[src/rtl/mem_port_arbiter.sv]
// mem_port_arbiter
//   Shares one single-port, byte-addressed memory between the instruction
//   fetch requester (read-only) and the data requester (load/store). Each
//   access occupies exactly one cycle in ACC_I or ACC_D. Read data is
//   captured at the end of that cycle, and the winner gets a one-cycle ack.
//   Data wins a conflict unless fetch has already waited through
//   STARVE_LIMIT data grants.
//
// Ports
//   clk, reset           clock (posedge) and async active-high reset
//   if_req/if_addr       fetch request; held until if_ack
//   if_ack/if_rdata      fetch done pulse and fetched word (held)
//   d_req/d_we/d_addr/d_wdata  data request; held until d_ack
//   d_ack/d_rdata        data done pulse and load word (held)
//   if_stall/d_stall     request outstanding and not being acked
//   mem_addr/mem_we/mem_wdata  memory command, registered per access
//   mem_rdata            memory read word, updated by memory on negedge
//
// A requester may drop or replace its request in the cycle its ack is
// visible, so the arbiter treats a request seen in that cycle as new work.

module mem_port_arbiter #(
    parameter int ADDR_W       = 10,
    parameter int DATA_W       = 32,
    parameter int STARVE_LIMIT = 3
) (
    input  logic              clk,
    input  logic              reset,
    input  logic              if_req,
    input  logic [ADDR_W-1:0] if_addr,
    output logic              if_ack,
    output logic [DATA_W-1:0] if_rdata,
    input  logic              d_req,
    input  logic              d_we,
    input  logic [ADDR_W-1:0] d_addr,
    input  logic [DATA_W-1:0] d_wdata,
    output logic              d_ack,
    output logic [DATA_W-1:0] d_rdata,
    output logic              if_stall,
    output logic              d_stall,
    output logic [ADDR_W-1:0] mem_addr,
    output logic              mem_we,
    output logic [DATA_W-1:0] mem_wdata,
    input  logic [DATA_W-1:0] mem_rdata
);

    localparam logic [1:0] IDLE  = 2'd0;
    localparam logic [1:0] ACC_I = 2'd1;
    localparam logic [1:0] ACC_D = 2'd2;

    localparam int               CNT_W = $clog2(STARVE_LIMIT + 1);
    localparam logic [CNT_W-1:0] LIMIT = CNT_W'(STARVE_LIMIT);

    logic [1:0]       state;
    logic [CNT_W-1:0] starve_cnt;
    logic [CNT_W-1:0] starve_next;
    logic             i_cand;
    logic             d_cand;
    logic             grant_i;
    logic             grant_d;

    // Grant decision for the coming edge. The requester whose access is
    // finishing right now still shows its old request, so it is not a
    // candidate at this edge; otherwise the same access would run twice.
    // Data wins a conflict until fetch has been passed over LIMIT times.
    always_comb begin
        i_cand      = if_req & (state != ACC_I);
        d_cand      = d_req & (state != ACC_D);
        grant_d     = d_cand & (~i_cand | (starve_cnt < LIMIT));
        grant_i     = i_cand & ~grant_d;
        starve_next = '0;
        if (grant_d && i_cand) begin
            starve_next = (starve_cnt == LIMIT) ? LIMIT : starve_cnt + CNT_W'(1);
        end
    end

    // Access sequencing. At each edge the finishing access is retired
    // (ack pulse plus read capture) and the next access, if any, is
    // launched by registering its memory command. Stores leave d_rdata
    // alone, and mem_addr/mem_wdata keep their last value while idle.
    always_ff @(posedge clk or posedge reset) begin
        if (reset) begin
            state      <= IDLE;
            starve_cnt <= '0;
            if_ack     <= 1'b0;
            d_ack      <= 1'b0;
            if_rdata   <= '0;
            d_rdata    <= '0;
            mem_addr   <= '0;
            mem_we     <= 1'b0;
            mem_wdata  <= '0;
        end else begin
            if_ack     <= (state == ACC_I);
            d_ack      <= (state == ACC_D);
            starve_cnt <= starve_next;
            if (state == ACC_I) begin
                if_rdata <= mem_rdata;
            end
            if (state == ACC_D && !mem_we) begin
                d_rdata <= mem_rdata;
            end
            if (grant_d) begin
                state     <= ACC_D;
                mem_addr  <= d_addr;
                mem_we    <= d_we;
                mem_wdata <= d_wdata;
            end else if (grant_i) begin
                state     <= ACC_I;
                mem_addr  <= if_addr;
                mem_we    <= 1'b0;
                mem_wdata <= '0;
            end else begin
                state  <= IDLE;
                mem_we <= 1'b0;
            end
        end
    end

    assign if_stall = if_req & ~if_ack;
    assign d_stall  = d_req & ~d_ack;

endmodule

[config.mk]
export PLATFORM = sky130hd
export DESIGN_NAME = mem_port_arbiter
export DESIGN_NICKNAME = d
export VERILOG_FILES = /design/src/rtl/mem_port_arbiter.sv
export SDC_FILE = /design/constraint.sdc
export NUM_CORES = 1
export LEC_CHECK = 0
export CORE_ASPECT_RATIO = 0.9
export CORE_UTILIZATION = 35
export CTS_CLUSTER_DIAMETER = 120
export DETAILED_ROUTE_END_ITERATION = 10
export PLACE_DENSITY = 0.69
export SLEW_MARGIN = 30
export SYNTH_ARGS = -nofsm -noshare
export SYNTH_HDL_FRONTEND = slang
export SYNTH_SLANG_ARGS = --single-unit
[constraint.sdc]
create_clock -name clk -period 8.2 [get_ports clk]
set_clock_uncertainty 0.15 [all_clocks]
set_input_delay 0.82 -clock clk [delete_from_list [all_inputs] [get_ports clk]]
set_output_delay 0.82 -clock clk [all_outputs]
set_load 0.01 [all_outputs]
== After elaboration in Yosys (flattened, before gate mapping) ==
Index checks and enable logic that the tools add are counted.
Cells by class
  add/sub/neg operators: 1
  magnitude comparators: 1
  equal/unequal tests: 5
  multiplexer cells: 9
  bitwise operators: 11
  reductions and logical operators: 4
Operator list (number)
  32-bit two-way mux: 2
  10-bit two-way mux: 2
  1-bit bitwise AND: 6
  2-bit two-way mux: 3
  2-bit equality test (second input constant): 2
  1-bit NOT: 4
  2-bit by 1-bit adder with 2-bit output (second input constant): 1
  2-bit by 1-bit equality test with 1-bit output (second input constant): 1
  1-bit logical AND: 2
  2-bit < comparator (second input constant): 1
  1-bit two-way mux: 2
  2-bit by 1-bit inequality test with 1-bit output (second input constant): 1
  2-bit inequality test (second input constant): 1
  2-bit nonzero test: 1
  1-bit zero test: 1
  1-bit bitwise OR: 1
Storage, ports and cells
  register bits: 113
  word-level logic and storage cells: 40

== Logic depth before layout (Yosys ltp) ==
Gate-level depths: netlist of run 1.
  depth after elaboration: 9
  depth in mapped cells: 7

== Worst setup path after synthesis of run 1 ==
No wires, ideal clock.
  kind: input to output
  start point: input if_req
  end point: output if_stall
  arrival time: 1.178 ns
  required time: 7.230 ns
  setup slack: 6.052 ns
  stages on the path: 2
  buffers on the path: 1
  cell sequence: clkbuf_2 -> nor2b_1
On the way
  word-level cells in the longest chain between the ends: 1
Ends and longest elaborated chain
  start: declaration: line 29  | input logic if_req,
  1-bit bitwise AND: line 119  | assign if_stall = if_req & ~if_ack;
  end: declaration: line 39  | output logic if_stall,
No other way between the ends.

== Final worst setup path of run 1 ==
Same ends and word-level chain as after synthesis.

==> impl_metrics.py, run 1 <==
metrics = {
    "status": {
        "status": "finished, final reports clean",
    },
    "synthesis": {
        "netlist_area_mm2": 0.004250,
        "syn_area_per_cell_um2": 12.50,
        "synthTopCellsByArea": "dfrtp_1 (67%), mux2_2 (8.5%), nand2_1 (8.5%)",
        "synth_top_area_cell": "dfrtp_1",
        "synthDistinctLibCells": 25,
        "synth_nets": 429,
        "synthCells": 340,
        "ys_warn_count": 0,
        "synth_seq_cells": 113,
        "seq_area_frac_synth": 0.6653,
        "synth_top_area_share": 0.6653,
    },
    "die": {
        "initial_core_util": 0.3658,
        "die_h_um": 106.5,
        "core_mm2": 0.01162,
        "die_w_um": 118.2,
        "io_pins": 200,
        "fp-row-count": 37,
        "dieArea_mm2": 0.01259,
    },
    "pwr": {
        "p_sw_mw": 0.4806,
        "combPwrFrac": 0.255,
        "switching_share": 0.2621,
        "peakVddDrop_mv": 0.1575,
        "internal-power_mw": 1.353,
        "power_frac_clock": 0.352,
        "p_seq_frac": 0.393,
        "pwr_density_cell_mw_per_mm2": 264.9,
        "p_leak_nw": 3.114,
        "finalPower_mw": 1.834,
    },
    "detailed_routing": {
        "drt_iter0_drc": 166,
        "drt_wl_total_um": 11530,
        "num_vias": 3377,
        "postRouteAntennaNets": 0,
        "wl_per_cell_um": 16.24,
        "firstDrtPassIters": 4,
        "vias_per_cell": 4.756,
        "drc": 0,
    },
    "clocking": {
        "cts_buffer_depth": 2,
        "cts_hold_buf": 0,
        "cts_made_buffers": 17,
        "cts_root_buf": "clkbuf_16",
        "clk_latency_ns": 0.41,
        "postCtsSetupRepairBufs": 0,
        "clk_pin_slew_worst_paths_ns": 0.05,
        "cts.sinks": 113,
        "cts_max_level": 4,
        "postCtsResizedCells": 0,
        "tritoncts": "built",
    },
    "sta": {
        "max_freq_mhz": 304.0,
        "setup_viol": 0,
        "tightestPinTransition_ns": 0.7759,
        "drv_slew": 0,
        "setup_ws_ns": 4.911,
        "relSlewSlack": 0.4773,
        "period_minus_slack_ns": 3.289,
        "rsz0062_at_grt": "no",
        "setup_tns_ns": 0,
        "fin_crit_sh": 0.4011,
        "hold_slack_ns": 0.3204,
        "finalHoldViolations": 0,
    },
    "placed_design": {
        "hpwl_um": 7796,
        "io_buffer_count": 199,
        "placed_area_mm2": 0.006371,
        "place_ws_ns": 4.908,
        "gp_congestion": 0.7379,
    },
    "cells_and_area": {
        "fin_nets": 632,
        "drive_gt1_frac": 0.1245,
        "fin_area_mm2": 0.006922,
        "fill_cells": 936,
        "syn_to_final_growth_pct": 62.85,
        "final_cell_mix": "clkdlybuf4s50_1 (199), dfrtp_1 (113), nand2_1 (96)",
        "num_antenna_cells": 0,
        "mostFrequentLayoutCell": "clkdlybuf4s50_1",
    },
    "grt": {
        "grt_pass1_vias": 3617,
        "gr-total-overflow": 0,
        "grt_first_pass_wirelength_um": 18460,
        "grtUsageTotal": 0.1938,
        "antenna_found_initial": 0,
        "grt_max_degree": 60,
    },
    "critical_path": {
        "r2r_slack_ns": 5.74,
        "critical_path_required_ns": 7.23,
        "worst-setup-path-type": "in2out",
        "cp-end-kind": "primary output",
        "cp-start-kind": "input pin",
        "arrival_ns": 2.32,
        "crit_path_max_fanout": 13,
    },
    "job": {
        "max_cap_violations": 0,
    },
    "hold_path": {
        "hold_class": "reg2reg",
    },
}
==> synth_stat cells <==
| library cell | number |
|---|---|
| dfrtp_1 | 113 |
| a21boi_0 | 1 |
| buf_2 | 9 |
| clkbuf_1 | 8 |
| a22o_1 | 32 |
| nand4_1 | 2 |
| a221o_1 | 6 |
| buf_6 | 3 |
| nand2_1 | 96 |
| xnor2_1 | 1 |
| o21ai_0 | 9 |
| mux2_2 | 32 |
| nor2b_1 | 2 |
| and2_1 | 2 |
| nand4b_1 | 1 |
| clkbuf_2 | 1 |
| a21oi_2 | 1 |
| nor2_1 | 4 |
| nand2b_1 | 2 |
| or2_1 | 1 |
| inv_1 | 2 |
| mux2i_1 | 4 |
| and4_1 | 1 |
| and3_1 | 6 |
| clkinv_1 | 1 |
==> per-stage QoR <==
stage,util,cells
2_1_floorplan,-,340
6_report,0.5957,710
5_1_grt,0.5957,710
3_5_place_dp,0.5483,679
4_1_cts,0.5933,709
3_3_place_gp,0.5483,679
==> final timing paths <==
kind                                      end   startpoint  depth (start not counted)
worst min register to register    if_rdata[7]  if_rdata[7]                          2
worst max register to register    mem_addr[8]     state[0]                          7
min in group asynchronous       mem_wdata[10]        reset                          2
max in group asynchronous        if_rdata[17]        reset                          3
worst min-delay path              if_rdata[7]  if_rdata[7]                          2
worst max-delay path                 if_stall       if_req                          3
==> worst max-delay path, stage by stage <==
cell and delay (ns):
clkdlybuf4s50_1 0.74, nor2b_1 0.19, clkdlybuf4s50_1 0.57
==> power groups by stage <==
| stage | logic [mW] | registers, mW | clock network, mW |
|---|---|---|---|
| after floorplan | 0.130 | 0.772 | 0 |
| after global placement | 0.463 | 0.722 | 0 |
| after detailed placement | 0.469 | 0.726 | 0 |
| after CTS | 0.471 | 0.721 | 0.661 |
| after global routing | 0.500 | 0.734 | 0.684 |
| final | 0.468 | 0.720 | 0.645 |
==> routing by layer <==
layer  up-vias  wire [um]  track usage
met1      1660       4849       0.2388
met2       132       5490       0.2987
li1       1566          -            -
met4         0        221      0.09158
met5         -          0            0
met3        19        970      0.07564
==> cell type report <==
cell class	instances	area [um^2]	area share
Clock buffer	23	488.0	0.07050
Clock inverter	7	35.03	0.005061
Inverter	3	13.76	0.001988
Multi-Input combinational cell	203	1305	0.1885
Sequential cell	113	2828	0.4085
Tap cell	156	195.2	0.02820
Timing Repair Buffer	205	2057	0.2972
==> state kept, by name, indices dropped and copies added (netlist names) <==
name	cells
mem_addr	10
d_rdata	32
d_ack	1
mem_we	1
state	2
if_ack	1
mem_wdata	32
if_rdata	32
starve_cnt	2
==> cell families after synthesis <==
| logic type | synth area share |
|---|---|
| and+or+nand+nor | 0.1145 |
| DFF | 0.6653 |
| AOI/OAI and AO/OA | 0.09450 |
| muxes | 0.09420 |
| buffers and inverters | 0.02944 |
| xor gates and xnor gates | 0.002061 |
No activity file was read; power rests on OpenSTA's default activity.
==> run 2, diff against run 1 <==
Settings changed: PLACE_DENSITY 0.69 to 0.72.
Clock period 8.2 ns to 3 ns, I/O delays scaled along.
==> impl_metrics.py, run 2 (synthesis gave the netlist of run 1 again) <==
metrics = {
    "cells_and_area": {
        "multiInputGateArea_mm2": 0.001305,
        "fill_cells": 913,
        "fin_area_mm2": 0.007059,
        "seq_area_mm2": 0.002828,
        "final_cell_mix": "clkdlybuf4s50_1 (199), dfrtp_1 (113), nand2_1 (96)",
        "fin_nets": 634,
        "top_regs": "d_rdata (32), if_rdata (32), mem_wdata (32)",
        "mostFrequentLayoutCell": "clkdlybuf4s50_1",
        "syn_to_final_growth_pct": 66.09,
        "num_antenna_cells": 0,
        "drive_gt1_frac": 0.1326,
        "fin_util": 0.6075,
    },
    "placed_design": {
        "placed_area_mm2": 0.006407,
        "hpwl_um": 8011,
        "io_buffer_count": 199,
        "gp_congestion": 0.8033,
    },
    "critical_path": {
        "cp-end-kind": "flop",
        "critical_path_required_ns": 3.19,
        "cp-start-kind": "flop",
        "arrival_ns": 2.59,
        "path_buf_inv": 3,
        "cp_slowest_stage_delay_ns": 0.53,
        "cpLargestDelayFamily": "buffers and inverters",
        "crit_path_max_fanout": 34,
        "worst-setup-path-type": "reg2reg",
        "crit_chain": "nand2b_1 -> buf_4 -> clkinv_1 -> buf_4 -> o21ai_0 -> and3_1 -> a221o_1",
        "crit_path_frequent_cell": "buf_4",
        "crit_slowest_cell": "o21ai_0",
    },
    "clocking": {
        "cts.sinks": 113,
        "clk_latency_ns": 0.40,
        "clk_pin_slew_worst_paths_ns": 0.06,
        "cts_max_level": 4,
        "cts_buffer_depth": 2,
        "postCtsSetupRepairBufs": 0,
        "cts_hold_buf": 0,
        "postCtsResizedCells": 0,
        "cts_root_buf": "clkbuf_16",
        "tritoncts": "built",
        "cts_made_buffers": 17,
    },
    "pwr": {
        "pwr_density_cell_mw_per_mm2": 772.4,
        "finalPower_mw": 5.453,
        "peakVddDrop_mv": 0.5829,
        "p_leak_nw": 3.159,
    },
    "sta": {
        "max_freq_mhz": 415.0,
        "setup_viol": 0,
        "relSlewSlack": 0.5077,
        "hold_slack_ns": 0.2937,
        "finalHoldViolations": 0,
        "tightestPinTransition_ns": 0.7385,
        "period_minus_slack_ns": 2.410,
        "fin_crit_sh": 0.8033,
        "rsz0062_at_grt": "no",
        "setup_tns_ns": 0,
        "drv_slew": 0,
    },
    "grt": {
        "grt_pass1_vias": 3662,
        "grt_first_pass_wirelength_um": 19470,
        "gr-total-overflow": 0,
        "grtUsageTotal": 0.2005,
        "antenna_found_initial": 0,
        "grt_max_degree": 114,
    },
    "detailed_routing": {
        "wl_per_cell_um": 16.53,
        "drt_iter0_drc": 178,
        "postRouteAntennaNets": 0,
        "drt_wl_total_um": 11800,
        "num_vias": 3403,
        "drc": 0,
        "firstDrtPassIters": 4,
        "vias_per_cell": 4.766,
    },
    "die": {
        "die_w_um": 118.2,
        "io_pins": 200,
        "core_mm2": 0.01162,
        "dieArea_mm2": 0.01259,
        "die_h_um": 106.5,
        "fp-row-count": 37,
        "initial_core_util": 0.3658,
    },
    "hold_path": {
        "hold_class": "in2async",
    },
    "job": {
        "max_cap_violations": 0,
    },
    "status": {
        "status": "finished, final reports clean",
    },
}
==> run 2: cell count changes in the layout (fill, tap and decap cells not counted), sizes merged <==
cell,change
buf,+2
clkbuf,-4
bufinv,+5
clkinv,-3
clkinvlp,+4
==> run 2: stage by stage <==
stage               instances  setup WS, ns
floorplan                 340         1.179
global placement          682        0.6522
detailed placement        682        0.5342
CTS                       714        0.5903
global route              714        0.3872
finish                    714        0.5901
==> run 2: final timing paths <==
kind / startpoint / to / slack, ns / cells past startpoint
setup / recovery: state[0] / mem_addr[9] / 0.59 / 7
min in group clk: mem_rdata[2] / if_rdata[2] / 0.30 / 3
setup reg to reg: state[0] / mem_addr[9] / 0.59 / 7
hold / removal: reset / d_rdata[21] / 0.29 / 3
max in group asynchronous: reset / mem_we / 1.96 / 3
hold reg to reg: if_rdata[11] / if_rdata[11] / 0.32 / 2
==> run 2: layout make-up <==
class / count / share of cell area
Sequential cell: 113 / 0.4006
Timing Repair Buffer: 207 / 0.2924
Multi-Input combinational cell: 203 / 0.1849
Clock buffer: 19 / 0.06274
Clock inverter: 13 / 0.02960
Tap cell: 156 / 0.02765
Inverter: 3 / 0.002127
==> run 2: layer usage <==
metal / part of all wire / wire [um] / GRT usage
met5: 0 / 0 / 0
met4: 0.011 / 127 / 0.07051
met3: 0.081 / 958 / 0.07725
met2: 0.49 / 5796 / 0.3244
met1: 0.42 / 4916 / 0.2442
==> run 2: where the power goes <==
part	switching (mW)	internal [mW]
combinational	0.515	0.768
clock	0.704	1.50
sequential	0.159	1.81
total	1.38	4.07
==> run 2: worst min-delay path: cells and delay by family <==
kind / cells / cell delay [ns]
buffers and inverters: 3 / 1.00
==> run 3, diff against run 2 <==
Settings changed: PLACE_DENSITY 0.72 to 0.69.
Clock period 3 ns to 2.5 ns, I/O delays scaled along.
==> impl_metrics.py, run 3 (synthesis gave the netlist of run 1 again) <==
metrics = {
    "detailed_routing": {
        "drt_iter0_drc": 239,
        "num_vias": 3387,
        "drc": 0,
        "vias_per_cell": 4.757,
        "drt_wl_total_um": 11410,
        "wl_per_cell_um": 16.02,
        "firstDrtPassIters": 4,
        "postRouteAntennaNets": 0,
    },
    "critical_path": {
        "critical_path_required_ns": 2.10,
        "rr_startpoint": "state[1]",
        "cp-start-kind": "input pin",
        "r2r-end": "mem_addr[8]",
        "critPathCapture": "if_stall",
        "critPathLaunch": "if_req",
        "arrival_ns": 1.75,
        "cp-end-kind": "primary output",
        "r2r_cells": 5,
        "crit_path_max_fanout": 13,
        "r2r_slack_ns": 0.45,
        "worst-setup-path-type": "in2out",
    },
    "grt": {
        "antenna_found_initial": 0,
        "gr-total-overflow": 0,
        "grtUsageTotal": 0.1913,
        "grt_max_degree": 114,
        "grt_first_pass_wirelength_um": 18370,
        "grt_pass1_vias": 3512,
    },
    "sta": {
        "drv_slew": 0,
        "rsz0062_at_grt": "no",
        "tightestPinTransition_ns": 0.6770,
        "setup_tns_ns": 0,
        "fin_crit_sh": 0.8590,
        "setup_viol": 0,
        "max_freq_mhz": 465.7,
        "finalHoldViolations": 0,
        "relSlewSlack": 0.5439,
        "period_minus_slack_ns": 2.147,
    },
    "pwr": {
        "power_frac_clock": 0.379,
        "p_sw_mw": 1.597,
        "internal-power_mw": 4.669,
        "combPwrFrac": 0.244,
        "p_leak_nw": 3.130,
        "peakVddDrop_mv": 0.6019,
        "pwr_density_cell_mw_per_mm2": 897.0,
        "switching_share": 0.2549,
        "p_seq_frac": 0.376,
    },
    "clocking": {
        "cts.sinks": 113,
        "clk_pin_slew_worst_paths_ns": 0.05,
        "tritoncts": "built",
        "postCtsSetupRepairBufs": 0,
        "postCtsResizedCells": 0,
        "cts_buffer_depth": 2,
        "clk_latency_ns": 0.40,
        "cts_root_buf": "clkbuf_16",
        "cts_max_level": 4,
        "cts_made_buffers": 17,
        "cts_hold_buf": 0,
    },
    "cells_and_area": {
        "fin_nets": 633,
        "num_antenna_cells": 0,
        "mostFrequentLayoutCell": "clkdlybuf4s50_1",
        "final_cell_mix": "clkdlybuf4s50_1 (199), dfrtp_1 (113), nand2_1 (96)",
        "syn_to_final_growth_pct": 64.35,
        "top_regs": "d_rdata (32), if_rdata (32), mem_wdata (32)",
        "drive_gt1_frac": 0.1277,
        "fin_cells": 712,
    },
    "hold_path": {
        "hold_class": "in2async",
    },
    "placed_design": {
        "dp.cells": 681,
        "io_buffer_count": 199,
        "gp_congestion": 0.8051,
        "hpwl_um": 7765,
    },
    "die": {
        "die_h_um": 106.5,
        "dieArea_mm2": 0.01259,
        "io_pins": 200,
        "die_w_um": 118.2,
        "initial_core_util": 0.3658,
        "fp-row-count": 37,
        "core_mm2": 0.01162,
    },
    "status": {
        "status": "finished, final reports clean",
    },
    "job": {
        "max_cap_violations": 0,
    },
}
## run 3: worst min path at each step
| stage | end | cells past startpoint |
|---|---|---|
| after floorplan | if_rdata[0] | 2 |
| after global placement | if_rdata[13] | 2 |
| after detailed placement | if_rdata[0] | 2 |
| after CTS | if_rdata[19] | 3 |
| after global routing | if_rdata[4] | 3 |
| final | if_rdata[25] | 3 |
## run 3: critical path, cell delays in order
cell and delay (ns):
clkdlybuf4s50_1 0.73, nor2b_1 0.18, clkdlybuf4s50_1 0.58
## run 3: per-layer routing
layer,wire length (um),global-route usage,vias up,share of wire
met5,0,0,-,0
met4,163,0.07509,0,0.014
met1,4813,0.2261,1656,0.42
met3,925,0.08262,15,0.081
li1,-,-,1584,-
met2,5502,0.3071,132,0.48
## run 3: cell type report
class | instances | area, um^2
clock buffers | 20 | 446.7
multi-input cells | 203 | 1305
well taps | 156 | 195.2
clock inverters | 11 | 138.9
inverters | 3 | 15.01
fillers | 937 | 4634
repair buffers | 206 | 2057
flip-flops and latches | 113 | 2828
## run 3: power by group through the flow
| stage | Clock (mW) | Combinational, mW | Sequential [mW] |
|---|---|---|---|
| 6_report | 2.38 | 1.53 | 2.36 |
| 3_3_place_gp | 0 | 1.52 | 2.37 |
| 3_5_place_dp | 0 | 1.54 | 2.38 |
| 2_1_floorplan | 0 | 0.427 | 2.53 |
| 4_1_cts | 2.44 | 1.55 | 2.36 |
| 5_1_grt | 2.53 | 1.64 | 2.40 |
## run 3: through the flow
stage / instance area [um^2] / util / total power, mW / setup WS (ns) / hold WS (ns)
after floorplan: 4254 / - / 2.958 / 0.7286 / 0.2054
after global placement: 6400 / 0.5508 / 3.892 / 0.2097 / 0.3070
after detailed placement: 6400 / 0.5508 / 3.923 / 0.1545 / 0.3125
after CTS: 6985 / 0.6012 / 6.352 / 0.3211 / 0.2340
after global routing: 6985 / 0.6012 / 6.573 / 0.2427 / 0.2481
final: 6985 / 0.6012 / 6.266 / 0.3526 / 0.2411
